<file path="src/rtl/obi_2_axi_mo.sv">
// obi_2_axi_mo: single-clock OBI-to-AXI4 master bridge, up to MAX_OUTSTANDING in-flight
// transactions answered in request order. Define O2A_RESP_REG_EN to register the R/B path.
package obi_2_axi_mo_pkg;
    localparam int unsigned IdWidth   = 4;
    localparam int unsigned AddrWidth = 32;
    localparam int unsigned DataWidth = 32;
    localparam int unsigned StrbWidth = DataWidth / 8;

    typedef struct packed {
        logic [IdWidth-1:0]   id;
        logic [AddrWidth-1:0] addr;
        logic [7:0]           len;
        logic [2:0]           size;
        logic [1:0]           burst;
        logic                 lock;
        logic [3:0]           cache;
        logic [2:0]           prot;
        logic [3:0]           qos;
        logic [3:0]           region;
    } aw_chan_t;

    typedef struct packed {
        logic [IdWidth-1:0]   id;
        logic [AddrWidth-1:0] addr;
        logic [7:0]           len;
        logic [2:0]           size;
        logic [1:0]           burst;
        logic                 lock;
        logic [3:0]           cache;
        logic [2:0]           prot;
        logic [3:0]           qos;
        logic [3:0]           region;
    } ar_chan_t;

    typedef struct packed {
        logic [DataWidth-1:0] data;
        logic [StrbWidth-1:0] strb;
        logic                 last;
    } w_chan_t;

    typedef struct packed {
        logic [IdWidth-1:0] id;
        logic [1:0]         resp;
    } b_chan_t;

    typedef struct packed {
        logic [IdWidth-1:0]   id;
        logic [DataWidth-1:0] data;
        logic [1:0]           resp;
        logic                 last;
    } r_chan_t;

    typedef struct packed {
        aw_chan_t aw;
        logic     aw_valid;
        w_chan_t  w;
        logic     w_valid;
        logic     b_ready;
        ar_chan_t ar;
        logic     ar_valid;
        logic     r_ready;
    } axi_req_t;

    typedef struct packed {
        logic    aw_ready;
        logic    ar_ready;
        logic    w_ready;
        logic    b_valid;
        b_chan_t b;
        logic    r_valid;
        r_chan_t r;
    } axi_resp_t;
endpackage

module obi_2_axi_mo #(
    parameter int unsigned MAX_OUTSTANDING = 4,
    parameter int unsigned OBI_ADDRW       = 32,
    parameter int unsigned OBI_DATAW       = 32,
    parameter int unsigned OBI_STRBW       = OBI_DATAW / 8,
    parameter logic [obi_2_axi_mo_pkg::IdWidth-1:0] AXI_ID = '0,
    parameter type aw_chan_t  = obi_2_axi_mo_pkg::aw_chan_t,
    parameter type w_chan_t   = obi_2_axi_mo_pkg::w_chan_t,
    parameter type b_chan_t   = obi_2_axi_mo_pkg::b_chan_t,
    parameter type ar_chan_t  = obi_2_axi_mo_pkg::ar_chan_t,
    parameter type r_chan_t   = obi_2_axi_mo_pkg::r_chan_t,
    parameter type axi_req_t  = obi_2_axi_mo_pkg::axi_req_t,
    parameter type axi_resp_t = obi_2_axi_mo_pkg::axi_resp_t
) (
    input  logic                 clk_i,
    input  logic                 arst_ni,
    input  logic [OBI_ADDRW-1:0] addr_i,
    input  logic                 we_i,
    input  logic [OBI_DATAW-1:0] wdata_i,
    input  logic [OBI_STRBW-1:0] be_i,
    input  logic                 req_i,
    output logic                 gnt_o,
    output logic                 rvalid_o,
    output logic [OBI_DATAW-1:0] rdata_o,
    output logic                 err_o,
    output axi_req_t             axi_req_o,
    input  axi_resp_t            axi_resp_i
);
    localparam int unsigned CntW = $clog2(MAX_OUTSTANDING + 1);
    localparam int unsigned PtrW = (MAX_OUTSTANDING > 1) ? $clog2(MAX_OUTSTANDING) : 1;
    localparam logic [CntW-1:0] MaxCnt    = CntW'(MAX_OUTSTANDING);
    localparam logic [PtrW-1:0] LastPtr   = PtrW'(MAX_OUTSTANDING - 1);
    localparam logic [2:0]      AxSize    = 3'($clog2(OBI_STRBW));
    localparam logic [1:0]      BurstIncr = 2'b01;
    localparam logic [1:0]      RespOkay  = 2'b00;

    logic [CntW-1:0]            count_q, count_d;
    logic [PtrW-1:0]            wr_ptr_q, rd_ptr_q;
    logic [MAX_OUTSTANDING-1:0] order_q;
    logic                       ar_valid_q, aw_valid_q, w_valid_q;
    logic [OBI_ADDRW-1:0]       ar_addr_q, aw_addr_q;
    logic [OBI_DATAW-1:0]       w_data_q;
    logic [OBI_STRBW-1:0]       w_strb_q;
    logic                       rvalid_q, err_q;
    logic [OBI_DATAW-1:0]       rdata_q;

    logic                 fifo_empty, head_we, slot_free, accept;
    logic                 r_ready, b_ready, r_hs, b_hs, resp_hs;
    logic                 rsp_valid, rsp_err;
    logic [OBI_DATAW-1:0] rsp_data;
    logic                 unused_resp;

    function automatic logic [PtrW-1:0] ptr_inc(input logic [PtrW-1:0] p);
        return (p == LastPtr) ? '0 : p + 1'b1;
    endfunction

    // Order FIFO occupancy equals the outstanding count, so the count doubles as its fill level.
    assign fifo_empty = (count_q == '0);
    assign head_we    = order_q[rd_ptr_q];
    assign slot_free  = we_i ? ~(aw_valid_q | w_valid_q) : ~ar_valid_q;
    assign accept     = req_i & (count_q < MaxCnt) & slot_free;
    assign gnt_o      = accept;

    assign r_ready = ~fifo_empty & ~head_we;
    assign b_ready = ~fifo_empty & head_we;
    assign r_hs    = axi_resp_i.r_valid & r_ready;
    assign b_hs    = axi_resp_i.b_valid & b_ready;
    assign resp_hs = r_hs | b_hs;

    assign unused_resp = ^{axi_resp_i.r.id, axi_resp_i.r.last, axi_resp_i.b.id};

    always_comb begin
        count_d = count_q;
        case ({accept, resp_hs})
            2'b10:   count_d = count_q + 1'b1;
            2'b01:   count_d = count_q - 1'b1;
            default: count_d = count_q;
        endcase
    end

    always_ff @(posedge clk_i or negedge arst_ni) begin
        if (!arst_ni) begin
            count_q  <= '0;
            wr_ptr_q <= '0;
            rd_ptr_q <= '0;
            order_q  <= '0;
        end else begin
            count_q <= count_d;
            if (accept) begin
                order_q[wr_ptr_q] <= we_i;
                wr_ptr_q          <= ptr_inc(wr_ptr_q);
            end
            if (resp_hs) begin
                rd_ptr_q <= ptr_inc(rd_ptr_q);
            end
        end
    end

    // AW and W retire independently; a new write waits until both have drained.
    always_ff @(posedge clk_i or negedge arst_ni) begin
        if (!arst_ni) begin
            ar_valid_q <= 1'b0;
            aw_valid_q <= 1'b0;
            w_valid_q  <= 1'b0;
            ar_addr_q  <= '0;
            aw_addr_q  <= '0;
            w_data_q   <= '0;
            w_strb_q   <= '0;
        end else begin
            if (accept && !we_i) begin
                ar_valid_q <= 1'b1;
                ar_addr_q  <= addr_i;
            end else if (axi_resp_i.ar_ready) begin
                ar_valid_q <= 1'b0;
            end
            if (accept && we_i) begin
                aw_valid_q <= 1'b1;
                w_valid_q  <= 1'b1;
                aw_addr_q  <= addr_i;
                w_data_q   <= wdata_i;
                w_strb_q   <= be_i;
            end else begin
                if (axi_resp_i.aw_ready) aw_valid_q <= 1'b0;
                if (axi_resp_i.w_ready)  w_valid_q  <= 1'b0;
            end
        end
    end

    always_comb begin
        axi_req_o           = '0;
        axi_req_o.ar.id     = AXI_ID;
        axi_req_o.ar.addr   = ar_addr_q;
        axi_req_o.ar.len    = '0;
        axi_req_o.ar.size   = AxSize;
        axi_req_o.ar.burst  = BurstIncr;
        axi_req_o.ar_valid  = ar_valid_q;
        axi_req_o.aw.id     = AXI_ID;
        axi_req_o.aw.addr   = aw_addr_q;
        axi_req_o.aw.len    = '0;
        axi_req_o.aw.size   = AxSize;
        axi_req_o.aw.burst  = BurstIncr;
        axi_req_o.aw_valid  = aw_valid_q;
        axi_req_o.w.data    = w_data_q;
        axi_req_o.w.strb    = w_strb_q;
        axi_req_o.w.last    = 1'b1;
        axi_req_o.w_valid   = w_valid_q;
        axi_req_o.r_ready   = r_ready;
        axi_req_o.b_ready   = b_ready;
    end

`ifdef O2A_RESP_REG_EN
    // One-entry buffer drains into the output register every cycle, so it can always accept.
    logic                 buf_valid_q, buf_err_q;
    logic [OBI_DATAW-1:0] buf_data_q;

    always_ff @(posedge clk_i or negedge arst_ni) begin
        if (!arst_ni) begin
            buf_valid_q <= 1'b0;
            buf_err_q   <= 1'b0;
            buf_data_q  <= '0;
        end else begin
            buf_valid_q <= resp_hs;
            buf_err_q   <= (r_hs & (axi_resp_i.r.resp != RespOkay))
                         | (b_hs & (axi_resp_i.b.resp != RespOkay));
            buf_data_q  <= r_hs ? axi_resp_i.r.data : '0;
        end
    end

    assign rsp_valid = buf_valid_q;
    assign rsp_err   = buf_err_q;
    assign rsp_data  = buf_data_q;
`else
    assign rsp_valid = resp_hs;
    assign rsp_err   = (r_hs & (axi_resp_i.r.resp != RespOkay))
                     | (b_hs & (axi_resp_i.b.resp != RespOkay));
    assign rsp_data  = r_hs ? axi_resp_i.r.data : '0;
`endif

    always_ff @(posedge clk_i or negedge arst_ni) begin
        if (!arst_ni) begin
            rvalid_q <= 1'b0;
            err_q    <= 1'b0;
            rdata_q  <= '0;
        end else begin
            rvalid_q <= rsp_valid;
            err_q    <= rsp_err;
            rdata_q  <= rsp_data;
        end
    end

    assign rvalid_o = rvalid_q;
    assign err_o    = err_q;
    assign rdata_o  = rdata_q;
endmodule

</file>
<file path="config.mk">
export PLATFORM = sky130hd
export DESIGN_NAME = obi_2_axi_mo
export DESIGN_NICKNAME = d
export VERILOG_FILES = /design/src/rtl/obi_2_axi_mo.sv
export SDC_FILE = /design/constraint.sdc
export NUM_CORES = 1
export LEC_CHECK = 0
export CORE_MARGIN = 10
export CORE_UTILIZATION = 39
export CTS_CLUSTER_DIAMETER = 30
export DETAILED_ROUTE_END_ITERATION = 7
export PLACE_DENSITY = 0.8
export SYNTH_ARGS = -nofsm -noshare
export SYNTH_HDL_FRONTEND = slang
export SYNTH_SLANG_ARGS = --single-unit
</file>
<file path="constraint.sdc">
create_clock -name clk_i -period 2.65 [get_ports clk_i]
set_clock_uncertainty 0.05 [all_clocks]
set_input_delay 0.53 -clock clk_i [delete_from_list [all_inputs] [get_ports clk_i]]
set_output_delay 0.53 -clock clk_i [all_outputs]
set_load 0.01 [all_outputs]
</file>
==> results.json <==
{
  "status": "finished clean",
  "timing.fmax_ghz": 0.4074,
  "yosysMostFrequentCell": "dfrtp_1",
  "min_period_over_period_pct": 92.63,
  "die_h_um": 145.4,
  "core_sq_um": 15310,
  "rows": 45,
  "cts_sinks": 148,
  "area_growth_pct": 52.95,
  "hpwlAfterDp_mm": 13.41,
  "crit_required_ns": 2.93,
  "yosysWarnings": 0,
  "setup_viol": 0,
  "die_w_um": 145.4,
  "drtAntennaViolNets": 0,
  "die-area_sq_um": 21130,
  "p_per_area_nw_per_um2": 1183,
  "grt_max_degree": 86,
  "vias_per_cell": 4.369,
  "via_count": 4006,
  "rsz0062_at_grt": "no",
  "drt-initial-drc-count": 114,
  "yosys_most_used_dff": "dfrtp_1",
  "worstHoldPathCells": 1,
  "maxCapViolCount": 0,
  "firstDrtPassIters": 4,
  "p_total_uw": 11090,
  "syn_inst": 425,
  "synth_compound_area_share_pct": 1.388,
  "synth_fa_ha_area_share_pct": 1.551,
  "synthMuxAreaShare_pct": 20.86,
  "synth.largest_area_cell": "dfrtp_1",
  "cts.root.buffer_cell": "clkbuf_16",
  "grt_pass1_wl_mm": 26.72,
  "synthDistinctLibCells": 30,
  "antennaDiodeCount": 0,
  "hold_ws_ns": 0.4453,
  "ys_top_cells_by_area": "dfrtp_1 60%, mux2_2 17%, buf_4 9.2%",
  "worstSetupPathType": "reg2reg",
  "layout.nets": 822,
  "finalHoldViolations": 0,
  "first_global_vias": 4630,
  "syn_area_sq_um": 6130,
  "cp-endpoint": "count_q[2]$_DFFE_PN0P_",
  "yosys-top-cells-count": "148 x dfrtp_1, 93 x mux2_2, 75 x buf_4, 33 x and2_1, 13 x mux2_1",
  "drt-wirelength-per-cell_um": 18.39,
  "peakVddDrop_mv": 0.5700,
  "reg2regPathDepth": 9,
  "postSynthAreaPerCell_sq_um": 14.42,
  "r2r_start": "rd_ptr_q[0]$_DFFE_PN0P_",
  "seq_area_frac_synth_pct": 60.42,
  "p_leak_uw": 0.004178,
  "track_usage_pct": 15.91,
  "tightest_slew_ns": 0.5512,
  "setup_tns_ns": 0,
  "h-tree-depth": 4,
  "min-delay-path-class": "reg2reg",
  "synth-simple-area-share_pct": 4.532,
  "synth_top_family_by_area": "multiplexers",
  "ff2ff_setup_slack_ns": 0.20,
  "critPathLaunch": "rd_ptr_q[0]$_DFFE_PN0P_",
  "synth_async_sr_flop_share_pct": 100.0,
  "fin_util_pct": 61.22,
  "rr_endpoint": "count_q[2]$_DFFE_PN0P_",
  "cts_inserted_buffers": 17,
  "critPathLaunchType": "flip-flop",
  "synth_edf_count": 0,
  "critPathArrivalTime_ns": 2.74,
  "initial_utilization_pct": 40.02,
  "synth_top_area_share_pct": 60.42,
  "period_needed_ns": 2.455,
  "drive_gt1_share_pct": 21.53,
  "overflow": 0,
  "antenna_found_initial": 0,
  "slew_violations": 0,
  "cts_tree": "done",
  "clockBufferDepth": 2,
  "cp-end-kind": "flip-flop",
  "synth_xor_area_share_pct": 0.4287,
  "gp_congestion": 0.7557,
  "drc": 0,
  "ys_ff_latch": 148,
  "crit_path_max_fanout": 4,
  "pin_count": 329,
  "drt-total-wl_mm": 16.86,
  "io_buffers": 252,
  "clock_latency_ns": 0.41,
  "relSlewSlack_pct": 62.94,
  "path_clk_slew_ns": 0.06
}
[worst min-delay path by stage]
stage / from / endpoint
floorplan: arst_ni / ar_addr_q[0]$_DFFE_PN0P_
global placement: arst_ni / aw_addr_q[0]$_DFFE_PN0P_
detailed placement: arst_ni / aw_addr_q[0]$_DFFE_PN0P_
CTS: ar_addr_q[7]$_DFFE_PN0P_ / ar_addr_q[7]$_DFFE_PN0P_
global route: w_data_q[26]$_DFFE_PN0P_ / w_data_q[26]$_DFFE_PN0P_
finish: ar_addr_q[3]$_DFFE_PN0P_ / ar_addr_q[3]$_DFFE_PN0P_
[critical path, cell delays in order, from the launching register on]
cell     delay (ns)
dfrtp_1        0.38
mux4_2         0.56
buf_6          0.16
mux2i_4        0.17
ha_2           0.21
inv_1          0.05
fa_1           0.38
xor2_1         0.16
nor2_1         0.11
xor2_1         0.16
[repair_timing]
item                                    in CTS  in global routing
gates cloned                                 0                  0
hold buffers                                 1                  0
resized for setup                            0                  5
endpoints found under the hold margin       28                  0
setup buffers                                2                  0
endpoints found under the setup margin       2                  4
[logic make-up (layout without fill, tap and decap cells)]
| kind of cell | Yosys count | after routing |
|---|---|---|
| adder cells (fa/ha/maj) | 7 | 7 |
| AO/OA/AOI/OAI | 13 | 13 |
| XOR/XNOR | 3 | 3 |
| buffers and inverters | 96 | 312 |
| flip-flops | 148 | 148 |
| other | 2 | 67 |
| multiplexers | 111 | 111 |
| AND/OR/NAND/NOR | 45 | 45 |
[layout by cell type (no fill, tap or decap), drive strengths merged, types with 3 or more instances in the layout]
| cell type | count |
|---|---|
| dlymetal6s2s | 3 |
| clkinv | 3 |
| o211ai | 5 |
| clkdlybuf4s50 | 248 |
| bufinv | 3 |
| and2 | 33 |
| buf | 19 |
| o21ai | 4 |
| nor2 | 6 |
| conb | 67 |
| inv | 15 |
| dfrtp | 148 |
| clkbuf | 17 |
| ha | 6 |
| mux2 | 108 |
| clkinvlp | 3 |
[state kept, by name (all words and copies together) (netlist names)]
signal,flops
w_valid_q,1
ar_valid_q,1
err_o,1
aw_addr_q,32
order_q,4
w_strb_q,4
aw_valid_q,1
wr_ptr_q,2
w_data_q,32
rvalid_o,1
rd_ptr_q,2
rdata_o,32
count_q,3
ar_addr_q,32
[where the power goes]
| part | internal [uW] | total, uW | switching [uW] |
|---|---|---|---|
| logic | 2890 | 4730 | 1840 |
| registers | 3300 | 3870 | 564 |
| clock network | 1510 | 2490 | 982 |
[metal layers]
| layer | vias to the layer above | GRT usage [%] | share of wire [%] |
|---|---|---|---|
| met5 | - | 0 | 0 |
| met4 | 0 | 4.803 | 1.6 |
| met3 | 23 | 6.209 | 7.9 |
| met2 | 201 | 27.83 | 52 |
| met1 | 1962 | 17.43 | 39 |
| li1 | 1820 | - | - |
[metrics by stage]
step	instances	cell area, sq um	setup slack [ns]
floorplan	490	6374	0.3026
global placement	882	8717	-0.02043
detailed placement	882	8717	-0.03123
CTS	917	9361	0.005341
global route	917	9375	0.001447
finish	917	9375	0.1953
[final cells by class]
type                    instances  area [sq um]
clock buffers                  17         425.4
repair buffers                271          2730
well taps                     211         264.0
clock inverters                15         193.9
multi-input cells             246          2024
flip-flops and latches        148          3704
fillers                      1229          5939
inverters                       9         33.78
Note: power is estimated with default switching activity, not from simulation.
